--- src/rtl/uptimer.sv ---
// uptimer: count-up elapsed-time timer with prescaler, compare match and overflow.
//
// The counter advances one tick every PERIOD clocks while running (PERIOD 0 or 1
// means one tick per clock). A non-zero compare value sets a sticky match flag
// and produces a one-cycle match_pulse on the tick that reaches it. Wrap from
// all-ones to zero sets a sticky overflow flag.
//
// Optional feature: define UPTIMER_AUTORELOAD_EN for periodic mode, where a
// matching tick reloads the counter with 0 instead of the compare value.
//
// Ports:
//   clk          clock
//   rst          asynchronous active-high reset
//   start        enter RUN (stop has priority)
//   stop         enter IDLE, prescaler phase kept
//   clear        zero counter, prescaler, match, match_pulse, overflow
//   cmp_load     load cmp_data into compare, clear match
//   cmp_data     compare value (0 disables matching)
//   counter      elapsed ticks
//   running      1 while in RUN
//   match        sticky compare match
//   match_pulse  one-cycle pulse on the matching tick
//   overflow     sticky counter wrap flag
module uptimer #(
    parameter int unsigned PERIOD = 27_000,
    parameter int unsigned WIDTH  = 16
) (
    input  logic             clk,
    input  logic             rst,
    input  logic             start,
    input  logic             stop,
    input  logic             clear,
    input  logic             cmp_load,
    input  logic [WIDTH-1:0] cmp_data,
    output logic [WIDTH-1:0] counter,
    output logic             running,
    output logic             match,
    output logic             match_pulse,
    output logic             overflow
);

    localparam int unsigned PW = 16;
    // One extra bit so prescaler + 1 never wraps before the PERIOD compare.
    localparam logic [PW:0] PERIOD_X = (PW + 1)'(PERIOD);

    typedef enum logic {
        IDLE = 1'b0,
        RUN  = 1'b1
    } state_t;

    state_t state, state_nxt;

    logic [PW-1:0]    prescaler, prescaler_nxt;
    logic [PW:0]      inc;
    logic [WIDTH-1:0] compare, compare_nxt;
    logic [WIDTH-1:0] counter_nxt, cnt_inc;
    logic             match_nxt, pulse_nxt, overflow_nxt;
    logic             tick, hit;

    // State register
    always_ff @(posedge clk or posedge rst) begin
        if (rst) begin
            state   <= IDLE;
            running <= 1'b0;
        end else begin
            state   <= state_nxt;
            running <= (state_nxt == RUN);
        end
    end

    // Next-state logic: stop wins over start
    always_comb begin
        state_nxt = state;
        if (stop) begin
            state_nxt = IDLE;
        end else if (start) begin
            state_nxt = RUN;
        end
    end

    // Prescaler, counter, compare and flag next values
    always_comb begin
        prescaler_nxt = prescaler;
        counter_nxt   = counter;
        compare_nxt   = compare;
        match_nxt     = match;
        pulse_nxt     = 1'b0;
        overflow_nxt  = overflow;
        tick          = 1'b0;

        inc     = {1'b0, prescaler} + (PW + 1)'(1);
        cnt_inc = counter + WIDTH'(1);
        // Uses the compare value held before any load in this cycle.
        hit     = (compare != '0) && (cnt_inc == compare);

        if (state == RUN) begin
            if (inc < PERIOD_X) begin
                prescaler_nxt = inc[PW-1:0];
            end else begin
                prescaler_nxt = '0;
                tick          = 1'b1;
            end
        end

        if (cmp_load) begin
            compare_nxt = cmp_data;
            match_nxt   = 1'b0;
        end

        // A matching tick sets match even when cmp_load clears it this cycle.
        if (tick) begin
`ifdef UPTIMER_AUTORELOAD_EN
            counter_nxt = hit ? '0 : cnt_inc;
`else
            counter_nxt = cnt_inc;
`endif
            if (&counter) begin
                overflow_nxt = 1'b1;
            end
            if (hit) begin
                match_nxt = 1'b1;
                pulse_nxt = 1'b1;
            end
        end

        // clear overrides any tick; state and compare are untouched.
        if (clear) begin
            prescaler_nxt = '0;
            counter_nxt   = '0;
            match_nxt     = 1'b0;
            pulse_nxt     = 1'b0;
            overflow_nxt  = 1'b0;
        end
    end

    // Datapath registers
    always_ff @(posedge clk or posedge rst) begin
        if (rst) begin
            prescaler   <= '0;
            counter     <= '0;
            compare     <= '0;
            match       <= 1'b0;
            match_pulse <= 1'b0;
            overflow    <= 1'b0;
        end else begin
            prescaler   <= prescaler_nxt;
            counter     <= counter_nxt;
            compare     <= compare_nxt;
            match       <= match_nxt;
            match_pulse <= pulse_nxt;
            overflow    <= overflow_nxt;
        end
    end

endmodule

--- config.mk ---
export PLATFORM = sky130hd
export DESIGN_NAME = uptimer
export DESIGN_NICKNAME = d
export VERILOG_FILES = /design/src/rtl/uptimer.sv
export SDC_FILE = /design/constraint.sdc
export NUM_CORES = 1
export LEC_CHECK = 0
export CAP_MARGIN = 15
export CORE_MARGIN = 5
export CORE_UTILIZATION = 30
export DETAILED_ROUTE_END_ITERATION = 16
export PLACE_DENSITY = 0.55
export SLEW_MARGIN = 40
export SYNTH_ARGS = -nofsm -noshare
export SYNTH_HDL_FRONTEND = slang
export SYNTH_SLANG_ARGS = --single-unit
--- constraint.sdc ---
create_clock -name clk -period 4.21 [get_ports clk]
set_clock_uncertainty 0.05 [all_clocks]
set_input_delay 0.421 -clock clk [delete_from_list [all_inputs] [get_ports clk]]
set_output_delay 0.421 -clock clk [all_outputs]
set_load 0.02 [all_outputs]
Yosys cells after proc, flatten, opt, wreduce, memory -nomap -nowiden. Index checks and enable logic that the tools add are counted.

Register bits: 52. Bits in latches: 0. Memory bits (writable): 0. Bits in read-only memories: 0. Bits of input ports: 22. Output and inout port bits: 20. Logic and storage cells: 38. Memories kept: 0.

Add/subtract/negate cells: 2. Multiply operators: 0. Div/mod/pow operators: 0. Magnitude comparators: 1. Equality and inequality tests: 1. Shift-type cells: 0. Muxes and demuxes: 19. Bitwise logic cells: 0. Reductions and logical operators: 8.

Operators with widths (count): 16-bit two-way mux (5); 16-bit by 1-bit adder with 17-bit output (second input constant) (1); 17-bit by 15-bit < comparator with 1-bit output (second input constant) (1); 16-bit by 1-bit adder with 16-bit output (second input constant) (1); 16-bit == test (1); 16-bit AND reduction (1); 16-bit nonzero test (1); 1-bit two-way mux (14); 2-bit nonzero test (4); 2-bit AND reduction (1); 1-bit logical AND (1).

Logic depth before layout (Yosys ltp).
Depth after elaboration: 6. Depth in mapped cells: 11. Depth with buffers taken out: 8.

Worst setup path before layout. OpenSTA, ideal clock, no wires.

Kind: register -> register. From: register prescaler[0]. To: register counter[8]. Library setup time: 128 ps. Data arrival time: 2466 ps. Data required time: 4032 ps. Slack: 1567 ps. Stages on the path, launching flop included: 10. Path buffers: 1. Clock period less this slack: 2643 ps. Cells stage by stage: dfrtp_1 ha_1 and3_1 buf_4 xnor2_1 a31oi_1 nor4_1 o311a_4 a2111oi_2 mux2_1.

Cells in the longest elaborated chain, start to end: 5.

Ends and longest elaborated chain: start: declaration (line 53) `logic [PW-1:0] prescaler, prescaler_nxt;`; start signal: assignment (line 146) `prescaler <= prescaler_nxt;`; 16-bit by 1-bit adder with 17-bit output (line 91) `inc = {1'b0, prescaler} + (PW + 1)'(1);`; 17-bit by 15-bit < comparator with 1-bit output (line 97) `if (inc < PERIOD_X) begin`; 1-bit two-way mux (line 97); 1-bit two-way mux (line 96) `if (state == RUN) begin`; 2-bit nonzero test (no source line); end signal: assignment (line 147) `counter <= counter_nxt;`; end: declaration (line 35) `output logic [WIDTH-1:0] counter,`.

Every way passes these cells. A chain may end at the register's enable or synchronous reset.

Worst setup path in the final report.
From: register prescaler[0]. To: register counter[15].

The elaborated chain is that of the path after synthesis.

==> run_results.csv <==
group,metric,value,unit
setup_path,arrival,3.20,ns
routing,first_pass_iters,4,
run,max_cap_viol_count,0,
clocking,cts-root-buf,"clkbuf_16",
timing,rsz0062_at_grt,"false",
power_and_ir_drop,p_per_area,274,mW/mm^2
logic_synthesis,synth_area_leaders,"dfrtp_1, mux2_1, mux2_2, xnor2_1, nand4_1",
placed_design,dp_hpwl,5970,um
status,status,"finished, final reports clean",
logic_synthesis,yosys.area.top_type,"dfrtp_1",
final_layout,fin_area,0.00415,mm^2
clocking,post-cts-setup-buffers,0,
setup_path,crit_fanout,40,
logic_synthesis,synth-edff-count,0,
timing,worst_pin_slew,0.752,ns
setup_path,r2r_cells,8,
final_layout,area_growth_syn_to_layout,17.7,%
setup_path,required,4.33,ns
timing,min_period,3.09,ns
logic_synthesis,ys_ff_latch,52,
global_routing,overflow,0,
routing,drtIter0Drc,180,
setup_path,r2r_start,"prescaler[0]$_DFFE_PP0P_",
hold_path,hp-start,"overflow$_DFFE_PP0P_",
logic_synthesis,synthFlopType,"dfrtp_1",
hold_path,hold_end,"overflow$_DFFE_PP0P_",
setup_path,timing.rr.end,"counter[15]$_DFFE_PP0P_",
placed_design,io_buffers,41,
hold_path,hp-class,"reg -> reg",
logic_synthesis,async_reset_ff_share,100,%
final_layout,finish.net_count,428,
timing,max-slew-margin-rel,49.7,%
placed_design,dp.cells,540,
routing,drc_errors,0,
final_layout,antennaDiodeCount,0,
clocking,numCtsBuffers,5,
clocking,hold_buffers,0,
final_layout,layoutNonFillerInstCount,548,
floorplanning,die_h,118,um
logic_synthesis,seq_area_frac_synth,36.9,%
clocking,cts_buffer_depth,2,
logic_synthesis,syn_area,0.00352,mm^2
clocking,post_cts_resized,0,
floorplanning,fp.dieW,118,um
global_routing,antenna_found_initial,0,
logic_synthesis,synthCells,383,
routing,post_drt_via_cell_ratio,5.38,
global_routing,grt_usage,12.5,%
timing,fmax,0.324,GHz
clocking,clk_latency,0.29,ns
logic_synthesis,synth_top_area_share,36.9,%
global_routing,grt_first_pass_wirelength,14900,um
timing,final.setup.tns,0,ns
setup_path,critPathKind,"reg -> reg",
clocking,clk_pin_slew_worst_paths,0.07,ns
hold_path,holdPathStages,2,
placed_design,placed_cell_area,0.00397,mm^2
routing,routed_wl,8560,um
timing,slew_viol_final,0,
global_routing,first_global_vias,2945,
floorplanning,fp.dieArea,0.0140,mm^2
clocking,cts_tree,"yes",
logic_synthesis,syn_nets,407,
logic_synthesis,avgSynthCellArea,9.20,um^2
floorplanning,ios,42,
routing,avgRoutedWirePerCell,15.6,um
clocking,h-tree-depth,2,
global_routing,grt_start_max_net_pins,52,
timing,min_period_over_period,73.3,%
setup_path,crit_path_start_kind,"flip-flop",
routing,vias,2949,
logic_synthesis,yosysWarnings,0,
setup_path,rrSetupSlack,1.12,ns
logic_synthesis,synth.distinct_cells,55,
power_and_ir_drop,peakVddDrop,0.000148,V
floorplanning,core,0.0115,mm^2
timing,hold_violations,0,
placed_design,routabilityCongestion,0.764,
power_and_ir_drop,p_leak,1.58,nW
final_layout,drive_gt1_share,11.1,%
routing,antenna_left,0,
clocking,clock-sinks,52,
floorplanning,start_util,30.7,%
setup_path,crit_path_end_kind,"flip-flop",
floorplanning,fp-row-count,39,
timing,setup-violations-final,0,
==> per-layer routing <==
layer / vias to the layer above / GRT usage, % / wire length, um
met5: - / 0 / 0
met1: 1442 / 16.7 / 3930
li1: 1430 / - / -
met4: 0 / 2.06 / 78
met2: 67 / 21.8 / 4290
met3: 10 / 2.05 / 266
==> cells in the mapped netlist, drive strengths merged, types with 2 or more instances <==
library cell	number
xor2	9
nand4	27
o211ai	3
o41ai	2
and3	9
dfrtp	52
nor2b	17
a2111oi	2
ha	2
nor4b	2
and4	6
a31oi	11
nand3	14
nand2	39
buf	16
nor4	9
a21oi	19
nor2	33
nor3b	3
xnor2	18
clkbuf	15
nand2b	3
o21ai	4
mux2	30
nand4b	2
mux2i	3
a211oi	4
and2	2
nor3	8
inv	6
o2111ai	3
==> power breakdown <==
part / total (mW) / internal [mW] / switching (mW)
Clock: 0.485 / 0.298 / 0.187
Combinational: 0.112 / 0.0552 / 0.0569
Sequential: 0.538 / 0.517 / 0.0210
Total: 1.13 / 0.870 / 0.265
==> registers in the layout, indices dropped and copies added, names as in the netlist <==
register     count
prescaler       16
counter         16
state            1
match            1
compare         16
match_pulse      1
overflow         1
==> critical path, stage by stage (launching register included) <==
cell and delay, ns:
dfrtp_1 0.50, ha_1 0.27, nand3_1 0.37, nand2_1 0.26
a21oi_1 0.09, nor4_1 0.36, o311a_4 0.59, a21oi_1 0.15
mux2_1 0.33
==> per-stage QoR <==
step,hold WS (ns),worst slack (ns),total power [mW],utilization [%]
after floorplan,0.437,1.57,0.617,-
after global placement,0.436,1.20,0.660,34.6
after detailed placement,0.429,1.16,0.663,34.6
after CTS,0.446,1.14,1.16,36.2
after global routing,0.455,0.892,1.18,36.2
final,0.442,1.12,1.13,36.2
==> cell usage in the layout, fill, tap and decap left out, types with 4 or more instances in the layout <==
master and instances:
a211oi_2 4, mux2_2 15, nand2_1 39, dfrtp_1 52, a21oi_1 18, mux2_1 15
and4_1 6, clkbuf_16 5, nor2b_1 17, inv_1 4, nor2_1 32, nand3_1 14
xor2_1 9, and3_1 9, a31oi_1 11, xnor2_1 18, nand4_1 25, clkdlybuf4s50_1 41
nor4_1 9, nor3_1 7, buf_4 4
==> worst max path at each step <==
stage	end	depth (start not counted)	slack, ns	start
after floorplan	counter[8]$_DFFE_PP0P_	9	1.57	prescaler[0]$_DFFE_PP0P_
after global placement	counter[3]$_DFFE_PP0P_	8	1.20	prescaler[0]$_DFFE_PP0P_
after detailed placement	counter[8]$_DFFE_PP0P_	8	1.16	prescaler[0]$_DFFE_PP0P_
after CTS	counter[8]$_DFFE_PP0P_	8	1.14	prescaler[0]$_DFFE_PP0P_
after global routing	counter[15]$_DFFE_PP0P_	8	0.89	prescaler[0]$_DFFE_PP0P_
final	counter[15]$_DFFE_PP0P_	8	1.12	prescaler[0]$_DFFE_PP0P_
==> cell families (layout without fill, tap and decap cells) <==
family	after synthesis	count (layout)	synth area share (%)
multiplexers	33	33	10.4
flip-flops	52	52	36.9
AO/OA/AOI/OAI	56	56	12.1
adder cells (fa/ha/maj)	2	2	0.710
buffers and inverters	37	59	5.61
AND/OR/NAND/NOR	176	176	27.5
XOR/XNOR	27	27	6.71
==> final cells by class <==
cell class	instances	area, um^2
fillers	1173	7320
multi-input cells	294	2030
flip-flops and latches	52	1300
repair buffers	45	440
well taps	143	179
clock buffers	6	139
clock inverters	2	38.8
inverters	6	23.8
Note: power is estimated with default switching activity, not from simulation.
